<file path="src/rtl/muldiv_hilo_if.sv">
// EX-stage <-> HI/LO multiply/divide unit bus: op issue, flush, HI/LO and status back.
interface muldiv_hilo_if;
  logic        start_i;
  logic [7:0]  op_i;
  logic [31:0] opdata1_i;
  logic [31:0] opdata2_i;
  logic        annul_i;
  logic [31:0] hi_o;
  logic [31:0] lo_o;
  logic        stallreq_o;
  logic        done_o;
  logic        divzero_o;

  modport master (
    output start_i, op_i, opdata1_i, opdata2_i, annul_i,
    input  hi_o, lo_o, stallreq_o, done_o, divzero_o
  );

  modport slave (
    input  start_i, op_i, opdata1_i, opdata2_i, annul_i,
    output hi_o, lo_o, stallreq_o, done_o, divzero_o
  );
endinterface

</file>
<file path="src/rtl/muldiv_hilo.sv">
// HI/LO owner with 32-step radix-2 restoring divider. Define MULDIV_ITER_MULT_EN to run
// MULT/MULTU through the same iterative engine instead of a single-cycle multiplier.
module muldiv_hilo (
  input  logic         clk,
  input  logic         rst,
  muldiv_hilo_if.slave bus
);
  localparam logic [7:0] OpMthi  = 8'b0001_0001;
  localparam logic [7:0] OpMtlo  = 8'b0001_0011;
  localparam logic [7:0] OpMult  = 8'b0001_1000;
  localparam logic [7:0] OpMultu = 8'b0001_1001;
  localparam logic [7:0] OpDiv   = 8'b0001_1010;
  localparam logic [7:0] OpDivu  = 8'b0001_1011;

  typedef enum logic [1:0] {StIdle, StBusy, StDone} state_e;
  state_e state_q, state_d;

  logic [5:0]  cnt_q;
  logic [31:0] opa_q, opb_q, hi_q, lo_q;
  logic [63:0] acc_q;
  logic        neg_q, rneg_q, is_div_q, dz_q, done_q, divzero_q;

  logic        is_div, is_mul, is_signed, multi, dz;
  logic [31:0] mag_a, mag_b;
  logic [64:0] div_sh;
  logic [32:0] div_sub;
  logic [63:0] div_step, step;
  logic [31:0] res_hi, res_lo;

  always_comb begin
    is_div    = (bus.op_i == OpDiv) || (bus.op_i == OpDivu);
    is_mul    = (bus.op_i == OpMult) || (bus.op_i == OpMultu);
    is_signed = (bus.op_i == OpDiv) || (bus.op_i == OpMult);
`ifdef MULDIV_ITER_MULT_EN
    multi     = is_div || is_mul;
`else
    multi     = is_div;
`endif
    dz        = is_div && (bus.opdata2_i == 32'd0);
    mag_a     = (is_signed && bus.opdata1_i[31]) ? -bus.opdata1_i : bus.opdata1_i;
    mag_b     = (is_signed && bus.opdata2_i[31]) ? -bus.opdata2_i : bus.opdata2_i;
  end

  // Restoring divide step on {rem, quo}; rem needs 33 bits after the shift.
  always_comb begin
    div_sh  = {acc_q, 1'b0};
    div_sub = div_sh[64:32] - {1'b0, opb_q};
    if (div_sh[64:32] >= {1'b0, opb_q}) begin
      div_step = {div_sub[31:0], div_sh[31:1], 1'b1};
    end else begin
      div_step = div_sh[63:0];
    end
  end

`ifdef MULDIV_ITER_MULT_EN
  logic [32:0] mul_sum;
  // Shift-add: accumulate into the upper half, multiplier bits consumed from the LSB.
  always_comb begin
    mul_sum = {1'b0, acc_q[63:32]} + (acc_q[0] ? {1'b0, opa_q} : 33'd0);
    step    = is_div_q ? div_step : {mul_sum, acc_q[31:1]};
  end
`else
  logic [63:0] prod;
  always_comb begin
    step = div_step;
    prod = {{32{is_signed & bus.opdata1_i[31]}}, bus.opdata1_i}
         * {{32{is_signed & bus.opdata2_i[31]}}, bus.opdata2_i};
  end
`endif

  always_comb begin
    if (dz_q) begin
      res_lo = 32'hFFFF_FFFF;
      res_hi = rneg_q ? -opa_q : opa_q;
    end else if (is_div_q) begin
      res_lo = neg_q ? -acc_q[31:0] : acc_q[31:0];
      res_hi = rneg_q ? -acc_q[63:32] : acc_q[63:32];
    end else begin
      {res_hi, res_lo} = neg_q ? -acc_q : acc_q;
    end
  end

  always_ff @(posedge clk or negedge rst) begin
    if (!rst) begin
      state_q <= StIdle;
    end else begin
      state_q <= state_d;
    end
  end

  always_comb begin
    state_d = state_q;
    if (bus.annul_i) begin
      state_d = StIdle;
    end else begin
      unique case (state_q)
        StIdle:  if (bus.start_i && multi) state_d = dz ? StDone : StBusy;
        StBusy:  if (cnt_q == 6'd31) state_d = StDone;
        StDone:  state_d = StIdle;
        default: state_d = StIdle;
      endcase
    end
  end

  always_comb begin
    bus.stallreq_o = !bus.annul_i &&
                     ((state_q == StBusy) || (state_q == StIdle && bus.start_i && multi));
    bus.hi_o       = hi_q;
    bus.lo_o       = lo_q;
    bus.done_o     = done_q;
    bus.divzero_o  = divzero_q;
  end

  always_ff @(posedge clk or negedge rst) begin
    if (!rst) begin
      cnt_q     <= 6'd0;
      opa_q     <= 32'd0;
      opb_q     <= 32'd0;
      acc_q     <= 64'd0;
      hi_q      <= 32'd0;
      lo_q      <= 32'd0;
      neg_q     <= 1'b0;
      rneg_q    <= 1'b0;
      is_div_q  <= 1'b0;
      dz_q      <= 1'b0;
      done_q    <= 1'b0;
      divzero_q <= 1'b0;
    end else begin
      done_q    <= 1'b0;
      divzero_q <= 1'b0;
      if (!bus.annul_i) begin
        unique case (state_q)
          StIdle: begin
            if (bus.start_i && multi) begin
              opa_q     <= mag_a;
              opb_q     <= mag_b;
              acc_q     <= {32'd0, is_div ? mag_a : mag_b};
              neg_q     <= is_signed && (bus.opdata1_i[31] ^ bus.opdata2_i[31]);
              rneg_q    <= is_signed && bus.opdata1_i[31];
              is_div_q  <= is_div;
              dz_q      <= dz;
              cnt_q     <= 6'd0;
              done_q    <= dz;
              divzero_q <= dz;
            end else if (bus.start_i && bus.op_i == OpMthi) begin
              hi_q <= bus.opdata1_i;
            end else if (bus.start_i && bus.op_i == OpMtlo) begin
              lo_q <= bus.opdata1_i;
`ifndef MULDIV_ITER_MULT_EN
            end else if (bus.start_i && is_mul) begin
              {hi_q, lo_q} <= prod;
`endif
            end
          end
          StBusy: begin
            cnt_q  <= cnt_q + 6'd1;
            acc_q  <= step;
            done_q <= (cnt_q == 6'd31);
          end
          StDone: begin
            hi_q <= res_hi;
            lo_q <= res_lo;
          end
          default: ;
        endcase
      end
    end
  end
endmodule
</file>
<file path="src/flat_wrapper.sv">
// flat-port wrapper written by rule: the top's interface ports become plain ports
module muldiv_hilo_flat 
  (clk, rst, bus_start_i, bus_op_i, bus_opdata1_i, bus_opdata2_i, bus_annul_i, bus_hi_o, bus_lo_o, bus_stallreq_o, bus_done_o, bus_divzero_o);
  muldiv_hilo_if bus_i ();
  input  logic clk;
  input  logic rst;
  input wire logic [$bits(bus_i.start_i)-1:0] bus_start_i;
  input wire logic [$bits(bus_i.op_i)-1:0] bus_op_i;
  input wire logic [$bits(bus_i.opdata1_i)-1:0] bus_opdata1_i;
  input wire logic [$bits(bus_i.opdata2_i)-1:0] bus_opdata2_i;
  input wire logic [$bits(bus_i.annul_i)-1:0] bus_annul_i;
  output wire logic [$bits(bus_i.hi_o)-1:0] bus_hi_o;
  output wire logic [$bits(bus_i.lo_o)-1:0] bus_lo_o;
  output wire logic [$bits(bus_i.stallreq_o)-1:0] bus_stallreq_o;
  output wire logic [$bits(bus_i.done_o)-1:0] bus_done_o;
  output wire logic [$bits(bus_i.divzero_o)-1:0] bus_divzero_o;
  assign bus_i.start_i = bus_start_i;
  assign bus_i.op_i = bus_op_i;
  assign bus_i.opdata1_i = bus_opdata1_i;
  assign bus_i.opdata2_i = bus_opdata2_i;
  assign bus_i.annul_i = bus_annul_i;
  assign bus_hi_o = bus_i.hi_o;
  assign bus_lo_o = bus_i.lo_o;
  assign bus_stallreq_o = bus_i.stallreq_o;
  assign bus_done_o = bus_i.done_o;
  assign bus_divzero_o = bus_i.divzero_o;
  muldiv_hilo u_core (.clk(clk), .rst(rst), .bus(bus_i));
endmodule
</file>
<file path="config.mk">
export PLATFORM = sky130hd
export DESIGN_NAME = muldiv_hilo_flat
export DESIGN_NICKNAME = d
export VERILOG_FILES = /design/src/rtl/muldiv_hilo_if.sv /design/src/rtl/muldiv_hilo.sv /design/src/flat_wrapper.sv
export SDC_FILE = /design/constraint.sdc
export NUM_CORES = 2
export LEC_CHECK = 0
export CAP_MARGIN = 20
export CORE_MARGIN = 2
export CORE_UTILIZATION = 40
export CTS_CLUSTER_SIZE = 30
export DETAILED_ROUTE_END_ITERATION = 10
export GPL_TIMING_DRIVEN = 0
export PLACE_DENSITY = 0.66
export SETUP_SLACK_MARGIN = 0.15
export SLEW_MARGIN = 40
export SYNTH_ARGS = -nofsm -noshare
export SYNTH_HDL_FRONTEND = slang
export SYNTH_SLANG_ARGS = --single-unit
</file>
<file path="constraint.sdc">
create_clock -name clk -period 5.95 [get_ports clk]
set_input_delay 1.19 -clock clk [delete_from_list [all_inputs] [get_ports clk]]
set_output_delay 1.19 -clock clk [all_outputs]
set_load 0.05 [all_outputs]
</file>
==> Yosys cells after proc, flatten, opt, wreduce, memory -nomap -nowiden <==
Index checks and enable logic that the tools add are counted.
{ "word_totals": {"romBits": 0, "register_bits": 206, "n_memories": 0, "wordCells": 105, "in_bits": 76, "latch_bits": 0, "ramBits": 0} }
{ "op_classes": {"div": 0, "addsub": 8, "eq_ne": 17, "n_bitwise": 4, "n_reduce_logical": 25, "multipliers": 1, "mux": 36, "magnitude_cmp": 1, "n_shift": 0} }
{ "op_table": {"columns": ["op", "n"], "rows": [
  ["two-way mux 32 bit", 18],
  ["two-way mux 64 bit", 3],
  ["negation 32 bit", 5],
  ["one-hot mux 32 bit (2 select lines)", 2],
  ["one-hot mux 64 bit (2 select lines)", 1],
  ["multiplier 33 x 33 -> 64 bit", 1],
  ["negation 64 bit", 1],
  ["== test 8 x 5 -> 1 bit (second input constant)", 6],
  [">= comparator 33 x 32 -> 1 bit", 1],
  ["zero test 32 bit", 1],
  ["subtractor 32 bit", 1],
  ["one-hot mux 6 bit (2 select lines)", 1],
  ["logical AND 1 bit", 11],
  ["AND reduction 5 bit", 2],
  ["inequality test 3 bit (second input constant)", 3],
  ["two-way mux 2 bit", 4],
  ["adder 6 x 1 -> 6 bit (second input constant)", 1],
  ["== test 6 x 5 -> 1 bit (second input constant)", 1],
  ["two-way mux 6 bit", 1],
  ["inequality test 3 x 2 -> 1 bit (second input constant)", 2],
  ["AND reduction 3 bit", 2],
  ["logical OR 1 bit", 4],
  ["two-way mux 1 bit", 4],
  ["inequality test 2 bit (second input constant)", 2],
  ["12 further kinds", 14]
]} }

==> Logic depth before layout (Yosys ltp) <==
{ "depth": {"word_depth": 9, "mapped_depth": 33} }

==> Least setup slack after synthesis <==
OpenSTA, ideal clock, no wires.
{ "synth_path": {"kind": "in2reg", "startpoint": "in bus_op_i[7]", "endpoint": "reg u_core.hi_q[29] (netlist: u_core.bus.hi_o[29])", "required_ns": 5.824, "path_stages": 33, "arrival_ns": 9.590, "path_buffers": 4, "slack_ns": -3.766, "path_cell_list": "nor4_1 and4b_1 and2_1 clkbuf_1 clkbuf_1 buf_1 nand2_1 inv_1 fa_1 inv_1 fa_1 inv_1 fa_1 inv_1 fa_1 inv_1 fa_1 fa_1 inv_1 fa_1 fa_1 inv_1 ha_1 clkbuf_1 nand2_1 or4_1 nand2b_1 a21oi_1 nor3_1 o21ai_0 a21oi_1 o21a_1 o311a_1"} }
{ "synth_via": {"elab_chain_cells": 9} }
{ "synth_rtl": {"columns": ["element", "line_no", "text"], "rows": [
  ["start, declared", "flat_wrapper.sv:8", "input wire logic [$bits(bus_i.op_i)-1:0] bus_op_i;"],
  ["== test 8 x 5 -> 1 bit (on tied branches)", "muldiv_hilo.sv:31, muldiv_hilo.sv:33, muldiv_hilo.sv:32", null],
  ["logical OR 1 bit", "muldiv_hilo.sv:33", "is_signed = (bus.op_i == OpDiv) || (bus.op_i == OpMult);"],
  ["AND 1 bit (on tied branches)", "muldiv_hilo.sv:66, muldiv_hilo.sv:67", null],
  ["multiplier 33 x 33 -> 64 bit", "muldiv_hilo.sv:67", "* {{32{is_signed & bus.opdata2_i[31]}}, bus.opdata2_i};"],
  ["two-way mux 32 bit", "muldiv_hilo.sv:150", "end else if (bus.start_i && is_mul) begin"],
  ["two-way mux 32 bit", "muldiv_hilo.sv:147", "end else if (bus.start_i && bus.op_i == OpMtlo) begin"],
  ["two-way mux 32 bit", "muldiv_hilo.sv:145", "end else if (bus.start_i && bus.op_i == OpMthi) begin"],
  ["two-way mux 32 bit", "muldiv_hilo.sv:134", "if (bus.start_i && multi) begin"],
  ["one-hot mux 32 bit (2 select lines)", "muldiv_hilo.sv:132", "unique case (state_q)"],
  ["end signal, assigned", "muldiv_hilo.sv:146", "hi_q <= bus.opdata1_i;"],
  ["end signal, assigned", "muldiv_hilo.sv:151", "{hi_q, lo_q} <= prod;"],
  ["end signal, assigned", "muldiv_hilo.sv:161", "hi_q <= res_hi;"],
  ["end, declared", "muldiv_hilo.sv:19", "logic [31:0] opa_q, opb_q, hi_q, lo_q;"]
]} }
Parallel ways exist; a longest one is shown, timed or not. The select of a mux whose other input is x is not followed.
A chain may end at the register's enable or synchronous reset.

==> Worst setup path in the final report <==
{ "layout_path": {"startpoint": "in bus_op_i[6]", "endpoint": "reg u_core.hi_q[30] (netlist: u_core.bus.hi_o[30])"} }
Same word-level chain as after synthesis.

==> out/qor.yml <==
row_count: 133
gp_congestion: 1.02
portBuffers: 103
rsz0062_at_grt: "yes"
synth.avg_cell_area_um2: 8.64
timing.fmax_mhz: 111
fin_cells: 8328
htreeDepth: 1
netlist_area_um2: 53300
grt_max_degree: 73
wl_um: 239000
cpPeakStageDelay_ns: 0.64
num_vias: 48100
area_growth_pct: 21.1
dp_hpwl_um: 189000
grt_pass1_wl_um: 340000
yosysTopAreaCell: "fa_1"
path_max_fanout: 10
coreArea_um2: 132000
hold_viol_final: 0
synth_seq_area_share: 0.0967
antenna_found_initial: 21
clk_pin_slew_ns: 0.07
clockBufferDepth: 3
violations: "setup timing"
crit_arrival_ns: 9.44
ys_warn_count: 0
root_buffer: "clkbuf_16"
clkSinkCount: 206
cts_buffers: 24
rr_endpoint: "u_core.acc_q[0]$_DFFE_PN0P_"
drt_iter0_drc: 5886
r2r_setup_slack_ns: 1.78
fin_worst_skew_ns: 0.0423
fin_crit_ns: 8.98
synth.area.top_cells: "fa_1 (42%), dfrtp_1 (9.7%), inv_1 (8.5%), nand2_1 (7.6%), ha_1 (5.9%)"
cp-start-kind: "input pin"
dieArea_um2: 136000
critical_path_class: "input pin to register"
max_cap_viol_count: 0
grt.overflow.total: 0
cp_common_cell: "fa_1"
run_status: "finished, violations left"
r2r-start: "u_core.acc_q[43]$_DFFE_PN0P_"
cts_tree: "built"
period_share: 1.51
worst_pin_slew_ns: 0.985
synth_cell_type_count: 81
start_util: 0.404
fin_ws_ns: -3.03
fp.dieW_um: 369
drc: 0
synth-seq-cells: 206
synth_edf_count: 0
viasPerCell: 5.78
synth_top_area_share: 0.423
dp_slack_ns: -5.53
hold_path_class: "register to register"
dieHeight_um: 369
grt.total_usage: 0.347
grt_pass1_vias: 49000
cp.required_ns: 6.42
async_flop_share: 1.00
crit_path_end_kind: "register"
slew_viol_final: 0
final_layout_size_suffix_gt1_frac: 0.160
nFillCells: 12400
hp-start: "u_core.bus.lo_o[3]$_DFFE_PN0P_"
dp.cells: 8036
drt_pass1_iterations: 6
postSynthCellCount: 6171
slew_headroom: 0.343
wl_per_cell_um: 28.7
ant_nets: 0
synth_ff_type: "dfrtp_1"
hold_end: "u_core.bus.lo_o[3]$_DFFE_PN0P_"
hold_path_depth: 2
final-setup-viol-count: 53
reg2reg_depth: 11
pin_count: 143
fin_nets: 7997
syn_nets: 7624
insertion_delay_ns: 0.58
crit_slowest_cell: "fa_2"
[state kept, by name, summed over array words and instances (netlist names)]
| name | cells |
|---|---|
| u_core.neg_q | 1 |
| u_core.bus.hi_o | 32 |
| u_core.bus.lo_o | 32 |
| u_core.dz_q | 1 |
| u_core.bus.done_o | 1 |
| u_core.opb_q | 32 |
| u_core.rneg_q | 1 |
| u_core.is_div_q | 1 |
| u_core.opa_q | 32 |
| u_core.acc_q | 64 |
| u_core.bus.divzero_o | 1 |
| u_core.cnt_q | 6 |
| u_core.state_q | 2 |
[through the flow]
step | hold slack [ns] | cell area [µm²] | util | TNS [ns]
floorplan | 0.450 | 54700 | - | -95.37
CTS | 0.484 | 63000 | 0.478 | -108.11
finish | 0.480 | 64600 | 0.490 | -112.44
detailed placement | 0.471 | 58100 | 0.441 | -220.53
global placement | 0.465 | 57900 | 0.439 | -1325.13
global route | 0.509 | 64600 | 0.490 | -118.34
[critical path, delay by kind of cell]
family          cells  cell delay [ns]
simple gates        7             1.77
fa+ha+maj           9             4.60
compound gates      6             0.83
buf+inv             7             1.02
[layout by cell type, fill, tap and decap left out, types with 91 or more instances in the layout]
cell type / instances
clkbuf_1: 125
ha_1: 197
o21ai_0: 192
dfrtp_1: 206
nand2_1: 1053
buf_4: 191
nor2_1: 144
and2_1: 283
xor2_1: 91
fa_1: 1063
a21oi_1: 136
xnor2_1: 123
inv_1: 1130
[worst max path at each step]
| stage | from | endpoint | slack, ns | cells past startpoint |
|---|---|---|---|---|
| after global placement | bus_op_i[5] | u_core.bus.hi_o[30]$_DFFE_PN0P_ | -5.51 | 26 |
| final | bus_op_i[6] | u_core.bus.hi_o[30]$_DFFE_PN0P_ | -3.03 | 29 |
| after CTS | bus_op_i[7] | u_core.bus.hi_o[30]$_DFFE_PN0P_ | -3.01 | 31 |
| after global routing | bus_op_i[6] | u_core.bus.hi_o[29]$_DFFE_PN0P_ | -3.14 | 31 |
| after floorplan | bus_op_i[5] | u_core.bus.hi_o[29]$_DFFE_PN0P_ | -2.88 | 30 |
| after detailed placement | bus_op_i[5] | u_core.bus.hi_o[30]$_DFFE_PN0P_ | -5.53 | 26 |
[per-layer routing]
metal  part of all wire  vias up  wire length [µm]  track usage
met3               0.12      834             29800        0.104
li1                   -    19700                 -            -
met1               0.37    24300             88000        0.438
met2               0.42     3254            101000        0.517
met5            0.00048        -               115            0
met4              0.084       10             20100        0.222
[timing repair]
item	4_1_cts	5_1_grt
buffers inserted	160	74
pin swaps	221	236
gates resized for setup	773	297
hold buffers	0	0
cloned	1	3
setup endpoints to repair	59	56
[final cells by class]
cell class | count | area, µm² | area share
clock inverters | 14 | 110 | 0.00171
clock buffers | 30 | 653 | 0.0101
plain buffers | 390 | 3840 | 0.0595
well taps | 1755 | 2200 | 0.0340
inverters | 1202 | 4560 | 0.0706
diodes | 11 | 27.5 | 0.000426
repair buffers | 348 | 3390 | 0.0526
flip-flops and latches | 206 | 5150 | 0.0798
multi-input cells | 4372 | 44600 | 0.691
[cell usage after synthesis, drive strengths merged, types with 21 or more instances]
| library cell | n |
|---|---|
| a21o | 53 |
| a21oi | 189 |
| a31oi | 33 |
| and2 | 309 |
| and3 | 43 |
| buf | 76 |
| clkbuf | 315 |
| dfrtp | 206 |
| fa | 1126 |
| ha | 251 |
| inv | 1202 |
| mux2i | 52 |
| nand2 | 1077 |
| nand2b | 25 |
| nand3 | 65 |
| nand4 | 22 |
| nor2 | 158 |
| nor3 | 44 |
| nor4 | 21 |
| o211ai | 21 |
| o21ai | 276 |
| o22ai | 33 |
| o31ai | 53 |
| or3 | 36 |
| or4 | 27 |
| xnor2 | 139 |
| xor2 | 100 |
[kinds of logic after synthesis]
group,after synthesis,synth area share
flip-flops,206,0.0967
AO/OA/AOI/OAI,823,0.0966
buffers and inverters,1593,0.112
AND/OR/NAND/NOR,1875,0.162
multiplexers,58,0.0110
adder cells (fa/ha/maj),1377,0.482
XOR/XNOR,239,0.0393
Power is not shown: default switching activity piles up to over one toggle a cycle in this logic, so the estimate is an artifact.
